File: src/rtl/led_speed_ctrl.sv
// Key-driven LED speed selector: synchronized, debounced push buttons step a 3-bit level and its period.
// Optional macro LED_SPEED_WRAP_EN makes the level wrap at 0/7 instead of saturating.
module led_speed_ctrl #(
    parameter int unsigned DEBOUNCE_CYCLES = 500000,
    parameter int unsigned MIN_COUNT       = 195312,
    parameter int unsigned RESET_LEVEL     = 3
) (
    input  logic        CLK_50M,
    input  logic        reset,
    input  logic        key_faster_n,
    input  logic        key_slower_n,
    output logic [24:0] count_max,
    output logic [2:0]  level,
    output logic        step_pulse
);

    localparam int unsigned NKEY  = 2;
    localparam int unsigned CM_W  = 25;
    localparam int unsigned LVL_W = 3;
    localparam int unsigned CNT_W = (DEBOUNCE_CYCLES > 1) ? $clog2(DEBOUNCE_CYCLES) : 1;

    localparam logic [CNT_W-1:0] CNT_LAST = CNT_W'(DEBOUNCE_CYCLES - 1);
    localparam logic [CM_W-1:0]  MIN_CM   = CM_W'(MIN_COUNT);
    localparam logic [LVL_W-1:0] LVL_TOP  = LVL_W'(7);
    localparam logic [LVL_W-1:0] RST_LVL  = LVL_W'(RESET_LEVEL);
    localparam logic [CM_W-1:0]  RST_CM   = MIN_CM << (LVL_TOP - RST_LVL);

    typedef enum logic [1:0] {
        IDLE     = 2'd0,
        STEP     = 2'd1,
        WAIT_REL = 2'd2
    } state_t;

    // Reset: asserted asynchronously, released through two flops.
    logic rst_meta;
    logic rst_n;

    always_ff @(posedge CLK_50M or negedge reset) begin
        if (!reset) begin
            rst_meta <= 1'b0;
            rst_n    <= 1'b0;
        end else begin
            rst_meta <= 1'b1;
            rst_n    <= rst_meta;
        end
    end

    // Marks when the key synchronizers hold real samples rather than reset values.
    logic [1:0] warm_q;

    always_ff @(posedge CLK_50M or negedge rst_n) begin
        if (!rst_n) begin
            warm_q <= 2'b00;
        end else begin
            warm_q <= {warm_q[0], 1'b1};
        end
    end

    // Per key: bit 0 = faster, bit 1 = slower.
    logic [NKEY-1:0]            key_raw;
    logic [NKEY-1:0]            sync1_q;
    logic [NKEY-1:0]            sync2_q;
    logic [NKEY-1:0]            stable_q;
    logic [NKEY-1:0]            stable_prev_q;
    logic [NKEY-1:0]            armed_q;
    logic [NKEY-1:0][CNT_W-1:0] cnt_q;
    logic [NKEY-1:0]            press_c;

    assign key_raw = {key_slower_n, key_faster_n};

    // A key held through reset stays unarmed until it is seen released, so it cannot fire.
    always_ff @(posedge CLK_50M or negedge rst_n) begin
        if (!rst_n) begin
            sync1_q       <= '1;
            sync2_q       <= '1;
            stable_q      <= '1;
            stable_prev_q <= '1;
            armed_q       <= '0;
            cnt_q         <= '0;
        end else begin
            sync1_q       <= key_raw;
            sync2_q       <= sync1_q;
            stable_prev_q <= stable_q;
            for (int k = 0; k < NKEY; k++) begin
                if (sync2_q[k] == stable_q[k]) begin
                    cnt_q[k] <= '0;
                end else if (cnt_q[k] == CNT_LAST) begin
                    stable_q[k] <= sync2_q[k];
                    cnt_q[k]    <= '0;
                end else begin
                    cnt_q[k] <= cnt_q[k] + CNT_W'(1);
                end
                if (warm_q[1] && sync2_q[k] && stable_q[k]) begin
                    armed_q[k] <= 1'b1;
                end
            end
        end
    end

    assign press_c = stable_prev_q & ~stable_q & armed_q;

    state_t            state_q;
    state_t            state_nxt;
    logic [LVL_W-1:0]  level_q;
    logic [LVL_W-1:0]  level_nxt;
    logic [CM_W-1:0]   count_max_q;
    logic [CM_W-1:0]   count_max_nxt;
    logic              step_pulse_q;
    logic              step_pulse_nxt;
    logic              up_q;
    logic              up_nxt;
    logic              limit_c;

`ifdef LED_SPEED_WRAP_EN
    assign limit_c = 1'b0;
`else
    assign limit_c = (press_c[0] && (level_q == LVL_TOP)) ||
                     (press_c[1] && (level_q == '0));
`endif

    always_ff @(posedge CLK_50M or negedge rst_n) begin
        if (!rst_n) begin
            state_q      <= IDLE;
            level_q      <= RST_LVL;
            count_max_q  <= RST_CM;
            step_pulse_q <= 1'b0;
            up_q         <= 1'b0;
        end else begin
            state_q      <= state_nxt;
            level_q      <= level_nxt;
            count_max_q  <= count_max_nxt;
            step_pulse_q <= step_pulse_nxt;
            up_q         <= up_nxt;
        end
    end

    // Next-state and output logic; 3-bit arithmetic wraps naturally when limits are disabled.
    always_comb begin
        state_nxt      = state_q;
        level_nxt      = level_q;
        count_max_nxt  = count_max_q;
        step_pulse_nxt = 1'b0;
        up_nxt         = up_q;
        case (state_q)
            IDLE: begin
                if ((press_c == 2'b01) || (press_c == 2'b10)) begin
                    up_nxt    = press_c[0];
                    state_nxt = limit_c ? WAIT_REL : STEP;
                end
            end
            STEP: begin
                level_nxt      = up_q ? level_q + LVL_W'(1) : level_q - LVL_W'(1);
                count_max_nxt  = MIN_CM << (LVL_TOP - level_nxt);
                step_pulse_nxt = 1'b1;
                state_nxt      = WAIT_REL;
            end
            WAIT_REL: begin
                if (&stable_q) begin
                    state_nxt = IDLE;
                end
            end
            default: state_nxt = IDLE;
        endcase
    end

    assign count_max  = count_max_q;
    assign level      = level_q;
    assign step_pulse = step_pulse_q;

endmodule

File: config.mk
export PLATFORM = sky130hd
export DESIGN_NAME = led_speed_ctrl
export DESIGN_NICKNAME = d
export VERILOG_FILES = /design/src/rtl/led_speed_ctrl.sv
export SDC_FILE = /design/constraint.sdc
export NUM_CORES = 1
export LEC_CHECK = 0
export CAP_MARGIN = 30
export CORE_UTILIZATION = 25
export CTS_BUF_LIST = sky130_fd_sc_hd__clkbuf_4 sky130_fd_sc_hd__clkbuf_8
export CTS_CLUSTER_SIZE = 25
export DETAILED_ROUTE_END_ITERATION = 7
export GPL_TIMING_DRIVEN = 0
export PLACE_DENSITY_LB_ADDON = 0.15
export RECOVER_POWER = 100
export SYNTH_ARGS = -nofsm -noshare
export SYNTH_HDL_FRONTEND = slang
export SYNTH_SLANG_ARGS = --single-unit
File: constraint.sdc
create_clock -name CLK_50M -period 3.6 [get_ports CLK_50M]
set_clock_uncertainty 0.2 [all_clocks]
set_input_delay 0.72 -clock CLK_50M [delete_from_list [all_inputs] [get_ports CLK_50M]]
set_output_delay 0.72 -clock CLK_50M [all_outputs]
set_load 0.01 [all_outputs]
==> metrics, run 1 <==
DR iter-0 viols=125; status=finished, final reports clean; Mapped Avg Cell Area=10.6 sq um; H-tree Lvls=3; drt wl/cell=12.8 um; crit path buf inv count=1; post-cts gate resize count=0; number of clock sinks=79; maximum VDD drop=0.238 mV; Die Wd=123 um; fin crit share=76.7%; drc violations=0; Clk pin slew, worst setup/hold paths=0.08 ns; chip height=123 um; # nets final=403; max incr delay on CP=0.80 ns; grt ovf=0; Tmin final=2.76 ns; DRT Pass-1 Iters=4; post-route ant nets=0; Core Region=14000 sq um; Cell Rows=43; CTS Buf Count=9; antenna fix cells=0; fin. max-slew vios=0; Primary FF master, synth=dfrtp_1; post-synth cell types=44; Worst Hold Class=reg -> reg; Via density=4.39; post-synthesis cell count=345; I/O pin total=33; HPWL Detailed=5.06 mm; placed insts=558; Yosys warnings=0; worst hold slack=0.154 ns; CTS root buffer=clkbuf_8; max-cap viol count=0; cell breakdown of the critical path=dlygate4sd3_1; P&R area growth vs syn=19.8%; Worst EP required=2.68 ns; CP Class=reg -> out; CP Max Fanout=11; Seq/Total Area, Yosys=54.9%; Critical Path Sink Type=output pin; clk buf depth=2; final number of hold-violating endpoints=0; Least-Margin Pin Slew=1.37 ns; GPL Wtd Cong=0.725; CP Launch Type=flip-flop; PD cells=386 nW/um^2; buffers added on ports=28; max frequency=0.362 GHz; CTS tree=yes; vias in the first global route=2577; max_slew headroom=8.34%; RSZ-0062 raised after global routing=false; endpoints failing setup=0; most frequent cells in the layout=dfrtp_1, nand2_1, nor2_1; post-route insts no fill=574; initial antenna violation count=0; setup bufs post-CTS=0; Critical Path AT=1.84 ns; largest net degree at the start of global routing=56; number of buffers inserted by hold repair at cts=0; Async SR Flop Fraction=100%; synthesized flop and latch total=79; All-Layer GR Usage=11.0%; commonest non-fill, non-tap cell in the layout=dfrtp_1; DR vias=2522; layout cell share with drive strength beyond 1=13.2%; R2R Setup Slk=0.85 ns; slowest library cell on the worst path=dfstp_1; final wirelength=7.36 mm; Synth Cell Area=3650 sq um; clk_lat worst skew=0.37 ns; first-pass GRT wire length=12.6 mm; Die ar.=15100 sq um; Initial Utilization=26.0%; delay-heaviest family, CP=flip-flops; Lkg Pwr=1.92 nW; EDFF count, synth=0; Setup TNS=0 ns
layout make-up:
cell class              instances  area [sq um]
fillers                      1468          9670
clock inverters                 6          83.8
inverters                       9          33.8
repair buffers                 29           285
plain buffers                  16          90.1
flip-flops and latches         79          2000
clock buffers                  10           138
well taps                     180           225
multi-input cells             245          1510
where the power goes:
part / leakage [nW] / switching, mW / internal [mW]
clock: 0.116 / 0.329 / 0.407
combinational: 0.791 / 0.0279 / 0.0129
sequential: 1.01 / 0.0121 / 0.899
layer usage:
metal | up-vias | global-route usage, % | share of wire (%)
li1 | 1274 | - | -
met1 | 1195 | 13.9 | 48
met2 | 42 | 17.1 | 45
met3 | 11 | 3.95 | 4.5
met4 | 0 | 4.57 | 1.8
met5 | - | 0 | 0
path summary, 6_finish.rpt:
check | startpoint | endpoint | depth (start not counted)
min | warm_q[0] | warm_q[1] | 0
max | level[0] | level[0] | 1
min reg2reg | warm_q[0] | warm_q[1] | 0
max in group asynchronous | rst_n | count_max[12] | 1
min in group asynchronous | rst_n | cnt_q[19] | 0
max reg2reg | cnt_q[16] | cnt_q[8] | 5
state kept, by name, summed over array words and instances (netlist names):
signal,count
cnt_q,38
count_max,21
armed_q,2
level,2
stable_prev_q,2
stable_q,2
state_q,2
sync1_q,2
sync2_q,2
warm_q,2
rst_meta,1
rst_n,1
step_pulse,1
up_q,1
Yosys cell counts, drive strengths merged, types with 3 or more instances:
| master | count | area, sq um |
|---|---|---|
| inv | 9 | 33.8 |
| or3 | 5 | 32.5 |
| and2 | 4 | 25.0 |
| a31o | 3 | 26.3 |
| or4 | 6 | 45.0 |
| nor3 | 4 | 20.0 |
| xnor2 | 6 | 52.6 |
| nor2 | 38 | 143 |
| xor2 | 22 | 193 |
| dfrtp | 58 | 1450 |
| nand2 | 39 | 146 |
| buf | 11 | 73.8 |
| o31ai | 10 | 88.8 |
| ha | 9 | 113 |
| nand4 | 14 | 103 |
| and4 | 6 | 52.6 |
| clkbuf | 5 | 18.8 |
| mux2 | 3 | 33.8 |
| a21oi | 16 | 80.1 |
| o21ai | 21 | 109 |
| nand3 | 12 | 65.1 |
| dfstp | 21 | 552 |
| a31oi | 3 | 18.8 |
per-stage QoR:
stage	instance area [sq um]	total power [mW]	setup WS (ns)	util, %
6_report	4370	1.69	0.838	31.1
5_1_grt	4370	1.77	0.577	31.1
4_1_cts	4420	1.74	1.00	31.5
3_5_place_dp	4200	0.977	1.05	29.9
3_3_place_gp	4170	0.971	-0.0310	29.7
2_1_floorplan	3670	0.956	1.07	-
cells by family (layout without fill, tap and decap cells):
group | after synthesis | in the layout | synth area share (%)
other | 2 | 6 | 0.206
DFF | 79 | 79 | 54.9
adders and majority gates | 10 | 10 | 3.63
buffers and inverters | 25 | 70 | 3.46
AOI/OAI and AO/OA | 57 | 57 | 9.66
and+or+nand+nor | 140 | 140 | 19.9
muxes | 3 | 3 | 0.925
xor gates and xnor gates | 29 | 29 | 7.33
(Power assumes the default switching activity.)
==> inputs of run 2 (changes only) <==
==> constraint.sdc (replaced) <==
create_clock -name CLK_50M -period 2.65 [get_ports CLK_50M]
set_clock_uncertainty 0.2 [all_clocks]
set_input_delay 0.53 -clock CLK_50M [delete_from_list [all_inputs] [get_ports CLK_50M]]
set_output_delay 0.53 -clock CLK_50M [all_outputs]
set_load 0.01 [all_outputs]
==> run 2 against run 1 <==
Sequential power increased by 36%; flip-flop and latch count unchanged; cell area up 0.26%; die area did not move; clock-buffer cell count is the same; routed wire length is 0.76% lower; combinational power grew 37%; clock power is 36% higher; first-iteration DRC count is 14% lower.
==> metrics, run 2 (same netlist as run 1, synthesis figures left out) <==
post-route ant nets=0; Critical Path AT=1.69 ns; crit path buf inv count=1; final number of hold-violating endpoints=0; Least-Margin Pin Slew=0.965 ns; P&R area growth vs syn=20.1%; largest net degree at the start of global routing=56; Setup TNS=0 ns; I/O pin total=33; final wirelength=7.31 mm; cell breakdown of the critical path=dlygate4sd3_1; Via density=4.40; Design Area, Final=4380 sq um; number of clock sinks=79; DRT Pass-1 Iters=4; antenna fix cells=0; Cell Rows=43; CTS tree=yes; most frequent cells in the layout=dfrtp_1, nand2_1, nor2_1; DR iter-0 viols=108; CP Max Fanout=11; delay-heaviest family, CP=flip-flops; clk buf depth=2; clk_lat worst skew=0.37 ns; Post-DP Area=4200 sq um; number of buffers inserted by hold repair at cts=0; Layout Utilization=31.2%; # nets final=403; slowest library cell on the worst path=dfstp_2; grt ovf=0; max frequency=0.413 GHz; Fillers=1467; buffers added on ports=28; initial antenna violation count=0; Core Region=14000 sq um; fin. max-slew vios=0; CTS root buffer=clkbuf_8; DR vias=2527; Lkg Pwr=1.93 nW; max reg flops=38; Clk pin slew, worst setup/hold paths=0.08 ns; Die Wd=123 um; footprint of the multi-input gates=1520 sq um; CP Launch Type=flip-flop; Worst Hold Class=reg -> reg; Initial Utilization=26.0%; Biggest register=cnt_q; layout cell share with drive strength beyond 1=14.5%; PD cells=523 nW/um^2; maximum VDD drop=0.321 mV; Die ar.=15100 sq um; Critical Path Sink Type=output pin; endpoints failing setup=0; placed insts=558; commonest non-fill, non-tap cell in the layout=dfrtp_1; FF/Latch Area=2000 sq um; max_slew headroom=35.7%; chip height=123 um; first-pass GRT wire length=12.6 mm; RSZ-0062 raised after global routing=false; worst hold slack=0.154 ns; post-route insts no fill=574; GPL Wtd Cong=0.725; Worst EP required=1.92 ns; HPWL Detailed=5.06 mm; vias in the first global route=2577; CP Class=reg -> out; drt wl/cell=12.7 um; All-Layer GR Usage=11.0%; status=finished, final reports clean; H-tree Lvls=3; max incr delay on CP=0.68 ns; Tmin final=2.42 ns; drc violations=0; fin crit share=91.3%; max-cap viol count=0; CTS Buf Count=9
run 2: repair_timing:
item | in CTS | in global routing
setup buffers | 0 | 0
hold endpoints to repair | 0 | 0
resized for setup | 0 | 2
endpoints found under the setup margin | 0 | 4
run 2: per-layer routing:
| layer | vias up | share of wire (%) | global-route usage [%] |
|---|---|---|---|
| li1 | 1272 | - | - |
| met1 | 1202 | 48 | 13.9 |
| met2 | 42 | 46 | 17.1 |
| met3 | 11 | 4.5 | 3.95 |
| met4 | 0 | 1.8 | 4.57 |
| met5 | - | 0 | 0 |
run 2: layout make-up:
| type | count | share of cell area, % |
|---|---|---|
| Timing Repair Buffer | 29 | 6.56 |
| Tap cell | 180 | 5.14 |
| Clock buffer | 10 | 3.14 |
| Buffer | 16 | 2.14 |
| Inverter | 9 | 0.771 |
| Multi-Input combinational cell | 245 | 34.6 |
| Sequential cell | 79 | 45.7 |
| Clock inverter | 6 | 1.91 |
run 2: path summary, 6_finish.rpt:
| check | startpoint | to | slack, ns | depth (start not counted) |
|---|---|---|---|---|
| max | level[0] | level[0] | 0.23 | 1 |
| min reg2reg | warm_q[0] | warm_q[1] | 0.15 | 0 |
| min | warm_q[0] | warm_q[1] | 0.15 | 0 |
| min in group asynchronous | reset | rst_meta | 0.18 | 1 |
| max in group asynchronous | rst_n | count_max[4] | 0.66 | 1 |
| max reg2reg | cnt_q[16] | cnt_q[7] | 0.26 | 5 |
run 2: per-stage QoR:
step,power (mW),worst slack [ns]
floorplan,1.30,0.124
global placement,1.32,-0.981
detailed placement,1.33,0.103
CTS,2.36,0.0721
global route,2.40,0.0809
finish,2.29,0.229
run 2: where the power goes:
part / internal (mW) / total, mW / switching [mW] / leakage (nW)
sequential: 1.22 / 1.24 / 0.0163 / 1.01
clock: 0.553 / 0.998 / 0.445 / 0.116
combinational: 0.0182 / 0.0560 / 0.0378 / 0.803
==> inputs of run 3 (changes only) <==
--- a/config.mk
+++ b/config.mk
@@ -11,8 +11,9 @@
 export CTS_CLUSTER_SIZE = 25
 export DETAILED_ROUTE_END_ITERATION = 7
 export GPL_TIMING_DRIVEN = 0
-export PLACE_DENSITY_LB_ADDON = 0.15
+export PLACE_DENSITY = 0.49
 export RECOVER_POWER = 100
+export SKIP_CTS_REPAIR_TIMING = 1
 export SYNTH_ARGS = -nofsm -noshare
 export SYNTH_HDL_FRONTEND = slang
 export SYNTH_SLANG_ARGS = --single-unit
==> run 3 against run 2 <==
First-iteration DRC count rose by 20%; combinational power increased by 9.5%; critical path depth stayed put; flip-flop and latch count unchanged; non-clock buffer count unchanged; clock-buffer cell count down 1; global-route usage decreased by 0.20 points; power fell by 1.6%.
==> metrics, run 3 (same netlist as run 1, synthesis figures left out) <==
status=finished, final reports clean; CP Class=reg -> out; final number of hold-violating endpoints=0; CP Launch Type=flip-flop; commonest non-fill, non-tap cell in the layout=dfrtp_1; Worst EP required=1.92 ns; # nets final=403; cell breakdown of the critical path=dlygate4sd3_1; Cell Rows=43; fin crit share=90.9%; most frequent cells in the layout=dfrtp_1, nand2_1, nor2_1; drt wl/cell=12.4 um; clk buf depth=2; H-tree Lvls=3; maximum VDD drop=0.318 mV; drc violations=0; PD cells=513 nW/um^2; Core Region=14000 sq um; Int Pwr=1.77 mW; Initial Utilization=26.0%; Critical Path AT=1.68 ns; number of clock sinks=79; Lkg Pwr=1.93 nW; Clk pin slew, worst setup/hold paths=0.08 ns; Biggest register=cnt_q; HPWL Detailed=4.93 mm; Least-Margin Pin Slew=0.828 ns; placed insts=558; post-route insts no fill=574; DR vias=2562; RSZ-0062 raised after global routing=false; CTS root buffer=clkbuf_8; sequential share of power=54.8%; max_slew headroom=44.5%; Sw Share=21.7%; DRT Pass-1 Iters=5; P&R area growth vs syn=20.4%; final wirelength=7.11 mm; clock share of power=42.5%; buffers added on ports=28; initial antenna violation count=0; fin. max-slew vios=0; Via density=4.46; slowest library cell on the worst path=dfstp_2; Total Power Consumption=2.26 mW; DR iter-0 viols=130; endpoints failing setup=0; Die Wd=123 um; Setup TNS=0 ns; clk_lat worst skew=0.35 ns; post-route ant nets=0; CP Max Fanout=11; Die ar.=15100 sq um; CTS Buf Count=9; GPL Wtd Cong=0.768; All-Layer GR Usage=10.8%; chip height=123 um; vias in the first global route=2549; Tmin final=2.41 ns; max reg flops=38; antenna fix cells=0; grt ovf=0; CTS tree=yes; Net Switching=0.489 mW; crit path buf inv count=1; Comb power frac=2.7%; max frequency=0.415 GHz; max incr delay on CP=0.68 ns; delay-heaviest family, CP=flip-flops; largest net degree at the start of global routing=62; Worst Hold Class=reg -> async; layout cell share with drive strength beyond 1=14.5%; I/O pin total=33; Critical Path Sink Type=output pin; first-pass GRT wire length=12.5 mm; max-cap viol count=0
[run 3: cell count changes in the layout (fill, tap and decap cells not counted), sizes merged]
| cell | change |
|---|---|
| clkbuf | -2 |
| clkinvlp | +1 |
| buf | +1 |
[run 3: per-layer routing]
layer  up-vias  track usage [%]  wire [um]
met5         -                0          0
met4         0             5.26        140
met3         9             3.16        282
met2        46             17.0       3300
met1      1231             13.6       3390
li1       1276                -          -
[run 3: through the flow]
stage                     worst slack [ns]  hold slack [ns]  util [%]  area [sq um]
after floorplan                      0.124           0.0344         -          3670
after global placement              -0.895            0.133      29.7          4170
after detailed placement             0.111           0.0103      29.9          4200
after CTS                           0.0836          0.00836      31.4          4410
after global routing                0.0738            0.162      31.3          4390
final                                0.242            0.131      31.3          4390
[run 3: power groups by stage]
| stage | Clock [mW] | Sequential (mW) | Combinational [mW] |
|---|---|---|---|
| floorplan | 0 | 1.27 | 0.0307 |
| global placement | 0 | 1.28 | 0.0415 |
| detailed placement | 0 | 1.26 | 0.0651 |
| CTS | 1.01 | 1.24 | 0.0653 |
| global route | 1.06 | 1.24 | 0.0718 |
| finish | 0.958 | 1.24 | 0.0613 |
[run 3: final cells by class]
type / count / area [sq um]
plain buffers: 16 / 93.8
clock buffers: 9 / 124
fillers: 1436 / 9650
multi-input cells: 245 / 1520
repair buffers: 29 / 308
well taps: 180 / 225
flip-flops and latches: 79 / 2000
inverters: 9 / 33.8
clock inverters: 7 / 87.6
[run 3: worst paths after layout]
check / from / endpoint / slack, ns / cells after the start
min in group CLK_50M: warm_q[0] / warm_q[1] / 0.14 / 0
min reg2reg: rst_n / cnt_q[2] / 0.13 / 0
max: level[0] / level[0] / 0.24 / 1
min: rst_n / cnt_q[2] / 0.13 / 0
max in group asynchronous: rst_n / level[0] / 1.30 / 1
max reg2reg: cnt_q[15] / cnt_q[7] / 0.25 / 5
